$ cat src/rtl/alu_pkg.sv
// Shared command encodings, FSM states and timing constants for the ALU core.
`ifndef DATA_WIDTH
`define DATA_WIDTH 8
`endif
`ifndef CMD_WIDTH
`define CMD_WIDTH 4
`endif

package alu_pkg;

  typedef enum logic [3:0] {
    A_ADD     = 4'd0,
    A_SUB     = 4'd1,
    A_ADD_CIN = 4'd2,
    A_SUB_CIN = 4'd3,
    A_INC_A   = 4'd4,
    A_DEC_A   = 4'd5,
    A_INC_B   = 4'd6,
    A_DEC_B   = 4'd7,
    A_CMP     = 4'd8,
    A_MUL_INC = 4'd9,
    A_MUL_SHL = 4'd10
  } arith_cmd_e;

  typedef enum logic [3:0] {
    L_AND     = 4'd0,
    L_NAND    = 4'd1,
    L_OR      = 4'd2,
    L_NOR     = 4'd3,
    L_XOR     = 4'd4,
    L_XNOR    = 4'd5,
    L_NOT_A   = 4'd6,
    L_NOT_B   = 4'd7,
    L_SHR1_A  = 4'd8,
    L_SHL1_A  = 4'd9,
    L_SHR1_B  = 4'd10,
    L_SHL1_B  = 4'd11,
    L_ROL_A_B = 4'd12,
    L_ROR_A_B = 4'd13
  } logic_cmd_e;

  typedef enum logic [1:0] {IDLE, WAIT_OPER, EXEC, MUL_WAIT} state_e;

  localparam int unsigned TIMEOUT_CYCLES = 16;
  localparam int unsigned TMO_W          = $clog2(TIMEOUT_CYCLES);

  // Operand-valid bits a command needs: bit0 = opa, bit1 = opb.
  function automatic logic [1:0] req_mask(input logic mode, input logic [3:0] op,
                                          input logic hi);
    logic [1:0] m;
    m = 2'b11;
    if (!hi) begin
      if (mode) begin
        case (op)
          A_INC_A, A_DEC_A: m = 2'b01;
          A_INC_B, A_DEC_B: m = 2'b10;
          default:          m = 2'b11;
        endcase
      end else begin
        case (op)
          L_NOT_A, L_SHR1_A, L_SHL1_A: m = 2'b01;
          L_NOT_B, L_SHR1_B, L_SHL1_B: m = 2'b10;
          default:                     m = 2'b11;
        endcase
      end
    end
    return m;
  endfunction

endpackage

$ cat src/rtl/alu_mul_pipe.sv
// Two-stage registered multiplier: stage 1 forms the adjusted operands, stage 2 the product.
module alu_mul_pipe #(
  parameter int DATA_WIDTH   = 8,
  parameter int RESULT_WIDTH = 16
) (
  input  logic                    clk,
  input  logic                    rst,
  input  logic                    ce,
  input  logic                    shl,
  input  logic [DATA_WIDTH-1:0]   a,
  input  logic [DATA_WIDTH-1:0]   b,
  output logic [RESULT_WIDTH-1:0] p
);
  localparam int PW = 2*DATA_WIDTH + 2;

  logic [DATA_WIDTH:0] x, y;
  logic [PW-1:0]       prod;

  assign prod = PW'(x) * PW'(y);

  always_ff @(posedge clk) begin
    if (rst) begin
      x <= '0;
      y <= '0;
      p <= '0;
    end else if (ce) begin
      x <= shl ? {a, 1'b0} : (DATA_WIDTH+1)'(a) + (DATA_WIDTH+1)'(1);
      y <= shl ? {1'b0, b} : (DATA_WIDTH+1)'(b) + (DATA_WIDTH+1)'(1);
      p <= RESULT_WIDTH'(prod);
    end
  end
endmodule

$ cat src/rtl/alu_core.sv
// Sequential ALU: collects operands (possibly over several cycles), executes, registers flags.
`ifndef DATA_WIDTH
`define DATA_WIDTH 8
`endif
`ifndef CMD_WIDTH
`define CMD_WIDTH 4
`endif

module alu_core
  import alu_pkg::*;
#(
  parameter int DATA_WIDTH   = `DATA_WIDTH,
  parameter int CMD_WIDTH    = `CMD_WIDTH,
  parameter int RESULT_WIDTH = 2*DATA_WIDTH
) (
  input  logic                    clk,
  input  logic                    rst,
  input  logic                    ce,
  input  logic                    mode,
  input  logic                    cin,
  input  logic [CMD_WIDTH-1:0]    cmd,
  input  logic [1:0]              inp_valid,
  input  logic [DATA_WIDTH-1:0]   opa,
  input  logic [DATA_WIDTH-1:0]   opb,
  output logic [RESULT_WIDTH-1:0] res,
  output logic                    err,
  output logic                    oflow,
  output logic                    cout,
  output logic                    g,
  output logic                    l,
  output logic                    e
);
  localparam int SH = $clog2(DATA_WIDTH);

  state_e                  state, state_n;
  logic [DATA_WIDTH-1:0]   a_r, b_r;
  logic [CMD_WIDTH-1:0]    cmd_r;
  logic                    mode_r, cin_r;
  logic [1:0]              got_r, got_n, req_in, req_r;
  logic [TMO_W-1:0]        tcnt_r, tcnt_n;
  logic                    mcnt_r, mcnt_n;
  logic                    ld_a, ld_b, ld_ctl, fin_exec, fin_tmo, fin_mul;
  logic [3:0]              op_in, op_r;
  logic                    hi_in, hi_r, is_mul;
  logic [RESULT_WIDTH-1:0] mul_p, r_res;
  logic                    r_err, r_oflow, r_cout, r_g, r_l, r_e;
  logic [DATA_WIDTH:0]     a1, b1, one, cx, sum;
  logic [DATA_WIDTH-1:0]   lres;
  logic [2*DATA_WIDTH-1:0] rot;
  logic [SH-1:0]           amt;

  assign op_in  = 4'(cmd);
  assign op_r   = 4'(cmd_r);
  assign hi_in  = (cmd >> 4) != '0;
  assign hi_r   = (cmd_r >> 4) != '0;
  assign req_in = req_mask(mode, op_in, hi_in);
  assign req_r  = req_mask(mode_r, op_r, hi_r);
  assign is_mul = mode_r && !hi_r && (op_r == A_MUL_INC || op_r == A_MUL_SHL);
  assign a1     = {1'b0, a_r};
  assign b1     = {1'b0, b_r};
  assign one    = (DATA_WIDTH+1)'(1);
  assign amt    = b_r[SH-1:0];

  always_ff @(posedge clk) begin
    if (rst) begin
      state  <= IDLE;
      got_r  <= '0;
      tcnt_r <= '0;
      mcnt_r <= 1'b0;
    end else if (ce) begin
      state  <= state_n;
      got_r  <= got_n;
      tcnt_r <= tcnt_n;
      mcnt_r <= mcnt_n;
    end
  end

  always_comb begin
    state_n  = state;
    got_n    = got_r;
    tcnt_n   = tcnt_r;
    mcnt_n   = mcnt_r;
    ld_a     = 1'b0;
    ld_b     = 1'b0;
    ld_ctl   = 1'b0;
    fin_exec = 1'b0;
    fin_tmo  = 1'b0;
    fin_mul  = 1'b0;
    case (state)
      IDLE: if (inp_valid != 2'b00) begin
        ld_ctl  = 1'b1;
        ld_a    = inp_valid[0];
        ld_b    = inp_valid[1];
        got_n   = inp_valid;
        tcnt_n  = '0;
        state_n = ((inp_valid & req_in) == req_in) ? EXEC : WAIT_OPER;
      end
      WAIT_OPER: begin
        // Only operands still missing are captured; repeats of a held one are ignored.
        ld_a  = inp_valid[0] & ~got_r[0];
        ld_b  = inp_valid[1] & ~got_r[1];
        got_n = got_r | inp_valid;
        if ((got_n & req_r) == req_r) state_n = EXEC;
        else if (tcnt_r == TMO_W'(TIMEOUT_CYCLES - 1)) begin
          fin_tmo = 1'b1;
          state_n = IDLE;
        end else tcnt_n = tcnt_r + TMO_W'(1);
      end
      EXEC: if (is_mul) begin
        mcnt_n  = 1'b0;
        state_n = MUL_WAIT;
      end else begin
        fin_exec = 1'b1;
        state_n  = IDLE;
      end
      MUL_WAIT: if (mcnt_r) begin
        fin_mul = 1'b1;
        state_n = IDLE;
      end else mcnt_n = 1'b1;
      default: state_n = IDLE;
    endcase
  end

  always_ff @(posedge clk) begin
    if (rst) begin
      a_r    <= '0;
      b_r    <= '0;
      cmd_r  <= '0;
      mode_r <= 1'b0;
      cin_r  <= 1'b0;
    end else if (ce) begin
      if (ld_a) a_r <= opa;
      if (ld_b) b_r <= opb;
      if (ld_ctl) begin
        cmd_r  <= cmd;
        mode_r <= mode;
        cin_r  <= cin;
      end
    end
  end

  always_comb begin
    r_res = '0; r_err = 1'b0; r_oflow = 1'b0; r_cout = 1'b0;
    r_g = 1'b0; r_l = 1'b0; r_e = 1'b0;
    sum = '0; lres = '0; rot = '0;
    cx = (mode_r && (op_r == A_ADD_CIN || op_r == A_SUB_CIN)) ? (DATA_WIDTH+1)'(cin_r) : '0;
    if (hi_r) r_err = 1'b1;
    else if (mode_r) begin
      case (op_r)
        A_ADD, A_ADD_CIN: begin sum = a1 + b1 + cx; r_cout = sum[DATA_WIDTH]; end
        A_SUB, A_SUB_CIN: begin sum = a1 - b1 - cx; r_oflow = a1 < (b1 + cx); end
        A_INC_A:          sum = a1 + one;
        A_DEC_A:          sum = a1 - one;
        A_INC_B:          sum = b1 + one;
        A_DEC_B:          sum = b1 - one;
        A_CMP:            begin r_g = a_r > b_r; r_l = a_r < b_r; r_e = a_r == b_r; end
        A_MUL_INC, A_MUL_SHL: r_err = 1'b0;
        default:          r_err = 1'b1;
      endcase
      r_res = RESULT_WIDTH'(sum);
    end else begin
      case (op_r)
        L_AND:     lres = a_r & b_r;
        L_NAND:    lres = ~(a_r & b_r);
        L_OR:      lres = a_r | b_r;
        L_NOR:     lres = ~(a_r | b_r);
        L_XOR:     lres = a_r ^ b_r;
        L_XNOR:    lres = ~(a_r ^ b_r);
        L_NOT_A:   lres = ~a_r;
        L_NOT_B:   lres = ~b_r;
        L_SHR1_A:  lres = a_r >> 1;
        L_SHL1_A:  lres = a_r << 1;
        L_SHR1_B:  lres = b_r >> 1;
        L_SHL1_B:  lres = b_r << 1;
        L_ROL_A_B: begin
          rot   = {a_r, a_r} << amt;
          lres  = rot[2*DATA_WIDTH-1:DATA_WIDTH];
          r_err = (b_r >> SH) != '0;
        end
        L_ROR_A_B: begin
          rot   = {a_r, a_r} >> amt;
          lres  = rot[DATA_WIDTH-1:0];
          r_err = (b_r >> SH) != '0;
        end
        default:   r_err = 1'b1;
      endcase
      r_res = RESULT_WIDTH'(lres);
    end
  end

  alu_mul_pipe #(.DATA_WIDTH(DATA_WIDTH), .RESULT_WIDTH(RESULT_WIDTH)) u_mul (
    .clk(clk), .rst(rst), .ce(ce), .shl(op_r == A_MUL_SHL),
    .a(a_r), .b(b_r), .p(mul_p)
  );

  always_ff @(posedge clk) begin
    if (rst) begin
      res <= '0; err <= 1'b0; oflow <= 1'b0; cout <= 1'b0;
      g <= 1'b0; l <= 1'b0; e <= 1'b0;
    end else if (ce) begin
      if (fin_exec) begin
        res <= r_res; err <= r_err; oflow <= r_oflow; cout <= r_cout;
        g <= r_g; l <= r_l; e <= r_e;
      end else if (fin_tmo || fin_mul) begin
        res <= fin_mul ? mul_p : '0;
        err <= fin_tmo; oflow <= 1'b0; cout <= 1'b0;
        g <= 1'b0; l <= 1'b0; e <= 1'b0;
      end
    end
  end
endmodule
$ cat config.mk
export PLATFORM = sky130hd
export DESIGN_NAME = alu_core
export DESIGN_NICKNAME = d
export VERILOG_FILES = /design/src/rtl/alu_pkg.sv /design/src/rtl/alu_mul_pipe.sv /design/src/rtl/alu_core.sv
export SDC_FILE = /design/constraint.sdc
export NUM_CORES = 1
export LEC_CHECK = 0
export CAP_MARGIN = 15
export CELL_PAD_IN_SITES_DETAIL_PLACEMENT = 1
export CELL_PAD_IN_SITES_GLOBAL_PLACEMENT = 1
export CORE_MARGIN = 2
export CORE_UTILIZATION = 45
export CTS_CLUSTER_SIZE = 28
export DETAILED_ROUTE_END_ITERATION = 16
export GPL_ROUTABILITY_DRIVEN = 0
export PLACE_DENSITY_LB_ADDON = 0.12
export SYNTH_ARGS = -nofsm -noshare
export SYNTH_HDL_FRONTEND = slang
export SYNTH_SLANG_ARGS = --single-unit
$ cat constraint.sdc
create_clock -name clk -period 10.3 [get_ports clk]
set_clock_uncertainty 0.1 [all_clocks]
set_input_delay 3.09 -clock clk [delete_from_list [all_inputs] [get_ports clk]]
set_output_delay 3.09 -clock clk [all_outputs]
set_load 0.02 [all_outputs]
Word level (Yosys, flattened, before mapping)

Cells that the tools add are included.

Bitwise operators: 15
Equal/unequal tests: 34
$mul: 1
Order comparisons: 3
Reduce and logical (&&, ||, !) cells: 33
Add/sub/neg operators: 10
Mux-type cells: 64
Shift-type cells: 2

Operator list:

| operator              | number |
|---|---|
| $pmux W8 S14          | 1 |
| $pmux W9 S6           | 1 |
| $mux W16              | 3 |
| $eq A4 B4 Y1 const B  | 11 |
| $not A8 Y8            | 5 |
| $mux W1               | 33 |
| $eq A4 B3 Y1 const B  | 8 |
| $mux W9               | 3 |
| $pmux W2 S2           | 5 |
| $add A8 B1 Y9 const B | 2 |
| $mux W2               | 9 |
| $sub A8 B1 Y9 const B | 2 |
| $mul A9 B9 Y16        | 1 |
| $shl A16 B3 Y16       | 1 |
| $shr A16 B3 Y8        | 1 |
| $reduce_or A2 Y1      | 7 |
| $mux W4               | 3 |
| $reduce_or A12 Y1     | 1 |
| $reduce_or A3 Y1      | 4 |
| $reduce_or A11 Y1     | 1 |
| $ne A2 B2 Y1 const B  | 5 |
| $add A8 B1 Y9         | 1 |
| $add A8 B8 Y9         | 1 |
| $add A9 B1 Y9         | 1 |
| 33 further kinds      | 52 |

Flip-flop bits (word level): 87
Output and inout port bits: 22
Input bits: 27

Depth between registers and ports, before layout

Gate-level depths: netlist of run 1.

Depth after elaboration: 11
Mapped depth: 19
Mapped depth without buffers: 18

Cells and area by module

From an unflattened synthesis of run 1, not the netlist that was laid out.

Cells, all modules: 1314
Area total of the unflattened synthesis: 10476.3 sq um

By module, submodules not included:

| module       | area an instance (sq um) | seq. area each (sq um) | cells an instance | instances |
|---|---|---|---|---|
| alu_core     | 6423.7                   | 1061.0                 | 825               | 1 |
| alu_mul_pipe | 4052.6                   | 680.7                  | 489               | 1 |

Worst setup path before layout of run 1

No wires, ideal clock.

Path type: input -> register
From: input port inp_valid[1]
To: register res[8]
Cell stages on the path: 6
Setup slack: 5.738 ns
Arrival time: 4.361 ns
Path buffers: 2
Library setup time: 0.101 ns
Path through: a211o_1 > o21ai_1 > o221ai_2 > buf_2 > buf_2 > o41ai_1

Longest elaborated chain between the ends: 8

Ends and longest elaborated chain:

| what                         | RTL line        | text |
|---|---|---|
| from (decl)                  | alu_core.sv:22  | `input logic [1:0] inp_valid,` |
| $or A2 B2 Y2                 | alu_core.sv:102 | `got_n = got_r \| inp_valid;` |
| $and A2 B2 Y2                | alu_core.sv:103 | `if ((got_n & req_r) == req_r) state_n = EXEC;` |
| $eq A2 B2 Y1                 | alu_core.sv:103 |  |
| $mux W1                      | alu_core.sv:103 |  |
| $mux W1                      | alu_core.sv:89  | `case (state)` |
| $logic_or A1 B1 Y1           | alu_core.sv:204 | `end else if (fin_tmo \|\| fin_mul) begin` |
| $reduce_bool A2 Y1 (no line) | -               |  |
| $reduce_and A2 Y1 (no line)  | -               |  |
| to (signal assigned)         | alu_core.sv:202 | `res <= r_res; err <= r_err; oflow <= r_oflow; cout <= r_cout;` |
| to (signal assigned)         | alu_core.sv:205 | `res <= fin_mul ? mul_p : '0;` |
| to (decl)                    | alu_core.sv:25  | `output logic [RESULT_WIDTH-1:0] res,` |

No other way between the ends.
A chain may end at the register's enable or synchronous reset.

Final worst setup path of run 1

From: input port inp_valid[1]
To: register res[7]

The elaborated chain is that of the path after synthesis.

==> results of run 1 <==
## layout make-up
class                           instances  area (um^2)
Sequential cell                        87         1750
Inverter                              118          443
Timing Repair Buffer                   68          623
Tap cell                              280          350
Multi-Input combinational cell        959         7480
Fill cell                            2695        11000
Clock buffer                           10          239
Clock inverter                          6         73.8
## metal layers
metal,routed length (um),GRT usage [%],vias to the layer above
met5,0,0,-
met4,1260,11.7,0
met3,1700,3.97,76
met2,16500,50.5,266
met1,14000,36.1,4618
li1,-,-,4332
## logic make-up after synthesis
kind of cell | after synthesis | synth area share [%]
and+or+nand+nor | 431 | 21.6
AOI/OAI and AO/OA | 247 | 16.6
buffers and inverters | 221 | 8.66
adders and majority gates | 137 | 20.9
DFF | 87 | 17.2
muxes | 86 | 9.89
xor gates and xnor gates | 58 | 5.03
## power by group through the flow
stage,sequential (uW),combinational [uW],clock [uW]
4_1_cts,376,326,367
6_report,375,330,361
3_3_place_gp,383,317,0
3_5_place_dp,383,324,0
2_1_floorplan,367,240,0
5_1_grt,379,358,383
## worst min-delay path, cell delays in order (launching register included)
cell and delay (ns):
dfxtp_1 0.32, nand2_1 0.06, a21oi_1 0.05
## state kept, by name, summed over array words and instances (netlist names), 2 cells and up
register  count
res          16
u_mul.p      16
a_r           8
tcnt_r        4
state         2
u_mul.x       9
u_mul.y       9
got_r         2
b_r           8
cmd_r         4
## through the flow
stage | hold WS (ns) | instances | power [uW]
3_3_place_gp | 0.351 | 1512 | 700
2_1_floorplan | 0.346 | 1267 | 607
3_5_place_dp | 0.361 | 1512 | 707
4_1_cts | 0.371 | 1528 | 1070
5_1_grt | 0.395 | 1528 | 1120
6_report | 0.368 | 1528 | 1070
## synth_stat cells, types with 11 or more instances
library cell / count / share of area [%]
a211oi_1: 17 / 1.3
a21oi_1: 60 / 3.0
a22oi_1: 15 / 1.1
and2_1: 39 / 2.4
buf_2: 24 / 1.2
clkbuf_1: 71 / 2.6
dfxtp_1: 87 / 17
fa_1: 53 / 11
ha_1: 84 / 10
inv_1: 115 / 4.3
mux2i_1: 66 / 6.5
nand2_1: 95 / 3.5
nand2b_1: 23 / 1.4
nand3_1: 32 / 1.6
nor2_1: 124 / 4.6
nor2b_1: 11 / 0.68
nor3_1: 29 / 1.4
nor4_1: 11 / 0.68
o21ai_0: 37 / 1.8
o22ai_1: 18 / 1.1
or3_1: 13 / 0.81
xnor2_1: 51 / 4.4
## final timing paths
check	start	to	slack, ns	cells after the start
hold / removal	l	l	0.37	2
setup reg to reg	u_mul.x[3]	u_mul.p[14]	5.24	15
setup / recovery	inp_valid[1]	res[7]	5.20	8
hold reg to reg	l	l	0.37	2
==> qor.csv, run 1 <==
metric;value;unit
synth unique cells;83;
instance area after placement;10600;um^2
CP Data Required Time;10.49;ns
Worst VDD drop;0.0867;mV
Net Sw Frac;36.7;%
CP endpoint kind;flip-flop;
Root Driver;clkbuf_16;
overall die width;154;um
Slowest cell on crit path;clkdlybuf4s50_1;
CP bufs+invs;2;
die area;23700;um^2
pin count of the biggest net entering global routing;97;
layout cell share with drive strength beyond 1;5.93;%
Switch Pwr;392;uW
Ant. Diodes;0;
final hold violation count;0;
Arrival @ worst endpoint;5.29;ns
Skew-Pair Late Insertion Delay;0.37;ns
synth warn;0;
CTS tree;built;
setup TNS;0;ns
number of DRC markers in iteration 0;555;
Seq cells post-synth;87;
Syn Nets;1431;
drt wl/cell;21.9;um
vias;9292;
Worst Setup Slack, final;5.20;ns
Placeable Area;22000;um^2
synthesized area;10100;um^2
Antenna Nets Post-Route;0;
# rows;54;
Post-CTS Hold Buffers;0;
DRC Markers;0;
Hold Path Class;reg2reg;
drt pass-1 iters;5;
Vias/cell;6.08;
Pleak;0.00450;uW
crit-path max cell delay;0.49;ns
crit path launch type;input port;
Flop pwr share;35.2;%
Clock power frac;33.8;%
Max-Cap Viols;0;
synthesized area per cell;7.97;um^2
initial antenna violation count;0;
Power Density;97.3;nW/um^2
Layout Nets;1407;
CP max FO;31;
Final Routed Wirelength;33400;um
Final Setup Violations;0;
Final HPWL DP;24300;um
Post-synth ARST share;0;%
Die H;154;um
first-pass GRT wire length;54000;um
max_slew headroom;34.1;%
RSZ-0062 raised after global routing;false;
EDFF count, synth;0;
Layout Utilization;49.9;%
Design Area, Final;11000;um^2
Tot GR Track Use;28.9;%
commonest non-fill, non-tap cell in the layout;nor2_1;
Slew Viols, Final;0;
total overflow reported by the global router;0;
CTS clock-pin slew for the worst setup and hold paths;0.07;ns
status;finished clean;
Final period util;49.5;%
area grow syn2layout;8.50;%
vias in the first global route;9712;
postcts setup bufs;0;
leading cell types in the layout, fill and taps excluded;nor2_1 (124), inv_1 (115), nand2_1 (95);
Synth Instances;1267;
Place WS;4.82;ns
Port-buffer cells;48;
clk sink count;87;
internal power;675;uW
Max clock buf depth;2;
Main synth FF type;dfxtp_1;
Final Critical Period;5.10;ns
cts bufs inserted;9;
combinational share of power;30.9;%
critical-path cell list;clkdlybuf4s50_1 > a211o_1 > o21ai_1 > o221ai_2 > buf_4 > mux2i_1 > or4_1 > o21ai_1;
kind of critical path;in2reg;
H-tree depth;3;
Worst Tran Pin Value;0.989;ns
CP delay by family, top;compound AO/OA/AOI/OAI gates;
Initial Util;46.0;%
post_cts resized;0;
fmax;0.196;GHz
post-synthesis sequential area ratio;17.2;%
cell mode on critical path;o21ai_1;
I/O pins;49;
(Power assumes the default switching activity.)
==> run 2: changes to the inputs <==
--- a/config.mk
+++ b/config.mk
@@ -9,7 +9,7 @@
 export CELL_PAD_IN_SITES_DETAIL_PLACEMENT = 1
 export CELL_PAD_IN_SITES_GLOBAL_PLACEMENT = 1
 export CORE_MARGIN = 2
-export CORE_UTILIZATION = 45
+export CORE_UTILIZATION = 43
 export CTS_CLUSTER_SIZE = 28
 export DETAILED_ROUTE_END_ITERATION = 16
 export GPL_ROUTABILITY_DRIVEN = 0
==> constraint.sdc (replaced) <==
create_clock -name clk -period 4.65 [get_ports clk]
set_clock_uncertainty 0.1 [all_clocks]
set_input_delay 1.395 -clock clk [delete_from_list [all_inputs] [get_ports clk]]
set_output_delay 1.395 -clock clk [all_outputs]
set_load 0.02 [all_outputs]
==> qor.csv, run 2 (synthesis results as in run 1) <==
metric;value;unit;change
H-tree depth;3;;unchanged
Worst VDD drop;0.154;mV;was 0.0867 mV
CTS clock-pin slew for the worst setup and hold paths;0.07;ns;about the same
Place WS;0.00188;ns;was 4.82 ns
kind of critical path;reg2reg;;was in2reg
total power;2360;uW;was 1070 uW
number of DRC markers in iteration 0;696;;was 555
Fillers;2820;;was 2,695
commonest non-fill, non-tap cell in the layout;nor2_1;;unchanged
drt pass-1 iters;5;;unchanged
Skew-Pair Late Insertion Delay;0.35;ns;was 0.37 ns
drt wl/cell;21.3;um;was 21.9 um
final hold violation count;0;;unchanged
Pleak;0.00466;uW;was 0.00450 uW
Antenna Nets Post-Route;0;;unchanged
Hold Path Class;reg2reg;;unchanged
initial antenna violation count;0;;unchanged
Worst Setup Slack, final;0.142;ns;was 5.20 ns
Max-Cap Viols;0;;unchanged
Worst Hold Depth;2;;unchanged
CP max FO;6;;was 31
clk sink count;87;;unchanged
Final Setup Violations;0;;unchanged
pin count of the biggest net entering global routing;64;;was 97
setup TNS;0;ns;unchanged
die area;24700;um^2;was 23,700 um^2
first-pass GRT wire length;53500;um;was 54,000 um
Port-buffer cells;48;;unchanged
crit path launch type;flip-flop;;was input port
layout cell share with drive strength beyond 1;9.95;%;was 5.93%
vias;9300;;was 9,292
leading cell types in the layout, fill and taps excluded;nor2_1 (124), inv_1 (115), nand2_1 (95);;unchanged
Ant. Diodes;0;;unchanged
cts bufs inserted;9;;unchanged
# rows;56;;was 54
area grow syn2layout;12.1;%;was 8.50%
Final Routed Wirelength;33900;um;was 33,400 um
overall die width;157;um;was 154 um
Slew Viols, Final;0;;unchanged
FF-to-FF path depth;14;;was 15
status;finished clean;;unchanged
Final period util;96.9;%;
biggest regs;res (16), u_mul.p (16);;unchanged
Final HPWL DP;25800;um;was 24,300 um
DRC Markers;0;;unchanged
Root Driver;clkbuf_16;;unchanged
placed cell count;1580;;was 1,512
max_slew headroom;44.9;%;was 34.1%
Vias/cell;5.83;;was 6.08
Initial Util;43.4;%;was 46.0%
Design Area, Final;11300;um^2;was 11,000 um^2
Placeable Area;23300;um^2;was 22,000 um^2
Final Non-Filler Cells;1596;;was 1,528
Power Density;209;nW/um^2;was 97.3 nW/um^2
total overflow reported by the global router;0;;unchanged
Die H;157;um;was 154 um
Final Critical Period;4.51;ns;
Worst Tran Pin Value;0.805;ns;was 0.989 ns
Max clock buf depth;2;;unchanged
Tot GR Track Use;28.0;%;was 28.9%
Layout Nets;1436;;was 1,407
CP endpoint kind;flip-flop;;unchanged
Post-CTS Hold Buffers;0;;unchanged
CTS tree;built;;unchanged
fmax;0.222;GHz;
I/O pins;49;;unchanged
postcts setup bufs;0;;unchanged
instance area after placement;10900;um^2;was 10,600 um^2
vias in the first global route;9369;;was 9,712
CP Data Required Time;4.84;ns;was 10.49 ns
Arrival @ worst endpoint;4.70;ns;was 5.29 ns
run 2: final cells by class:
cell class	instances	area (um^2)	area share (%)
inverters	118	443	3.91
clock inverters	6	77.6	0.685
repair buffers	97	841	7.43
multi-input cells	959	7540	66.6
clock buffers	10	239	2.11
flip-flops and latches	87	1780	15.7
well taps	319	399	3.53
run 2: where the power goes:
part / leakage [uW] / switching [uW] / internal, uW
Combinational: 0.00379 / 480 / 296
Clock: 0.000153 / 332 / 441
Sequential: 0.000716 / 40.9 / 774
run 2: worst paths after layout:
| check | start | to | slack [ns] |
|---|---|---|---|
| setup / recovery | u_mul.y[7] | u_mul.p[14] | 0.14 |
| setup reg to reg | u_mul.y[7] | u_mul.p[14] | 0.14 |
| hold / removal | l | l | 0.36 |
| hold reg to reg | l | l | 0.36 |
run 2: metal layers:
| metal | routed length (um) | track usage, % | part of all wire [%] | vias to the layer above |
|---|---|---|---|---|
| li1 | - | - | - | 4398 |
| met1 | 15600 | 38.7 | 46 | 4585 |
| met2 | 15300 | 44.2 | 45 | 249 |
| met3 | 1850 | 4.87 | 5.4 | 68 |
| met4 | 1110 | 9.52 | 3.3 | 0 |
| met5 | 0 | 0 | 0 | - |
run 2: per-stage QoR:
step	hold WS (ns)	utilization, %
floorplan	0.346	-
global placement	0.344	46.9
detailed placement	0.350	46.9
CTS	0.361	48.3
global route	0.393	48.7
finish	0.358	48.7
run 2: timing repair:
action,in CTS,in global routing
setup endpoints to repair,1,5
pin swaps,0,2
gates resized for setup,1,30
run 2: critical path: stages, from the launching register on:
cell	delay, ns
dfxtp_1	0.47
and2_1	0.19
fa_1	0.44
fa_1	0.52
fa_1	0.54
inv_1	0.06
fa_1	0.53
inv_1	0.04
ha_1	0.31
or2_2	0.14
a21oi_1	0.08
a21oi_2	0.16
a41oi_2	0.15
or4b_2	0.62
nand3_1	0.10
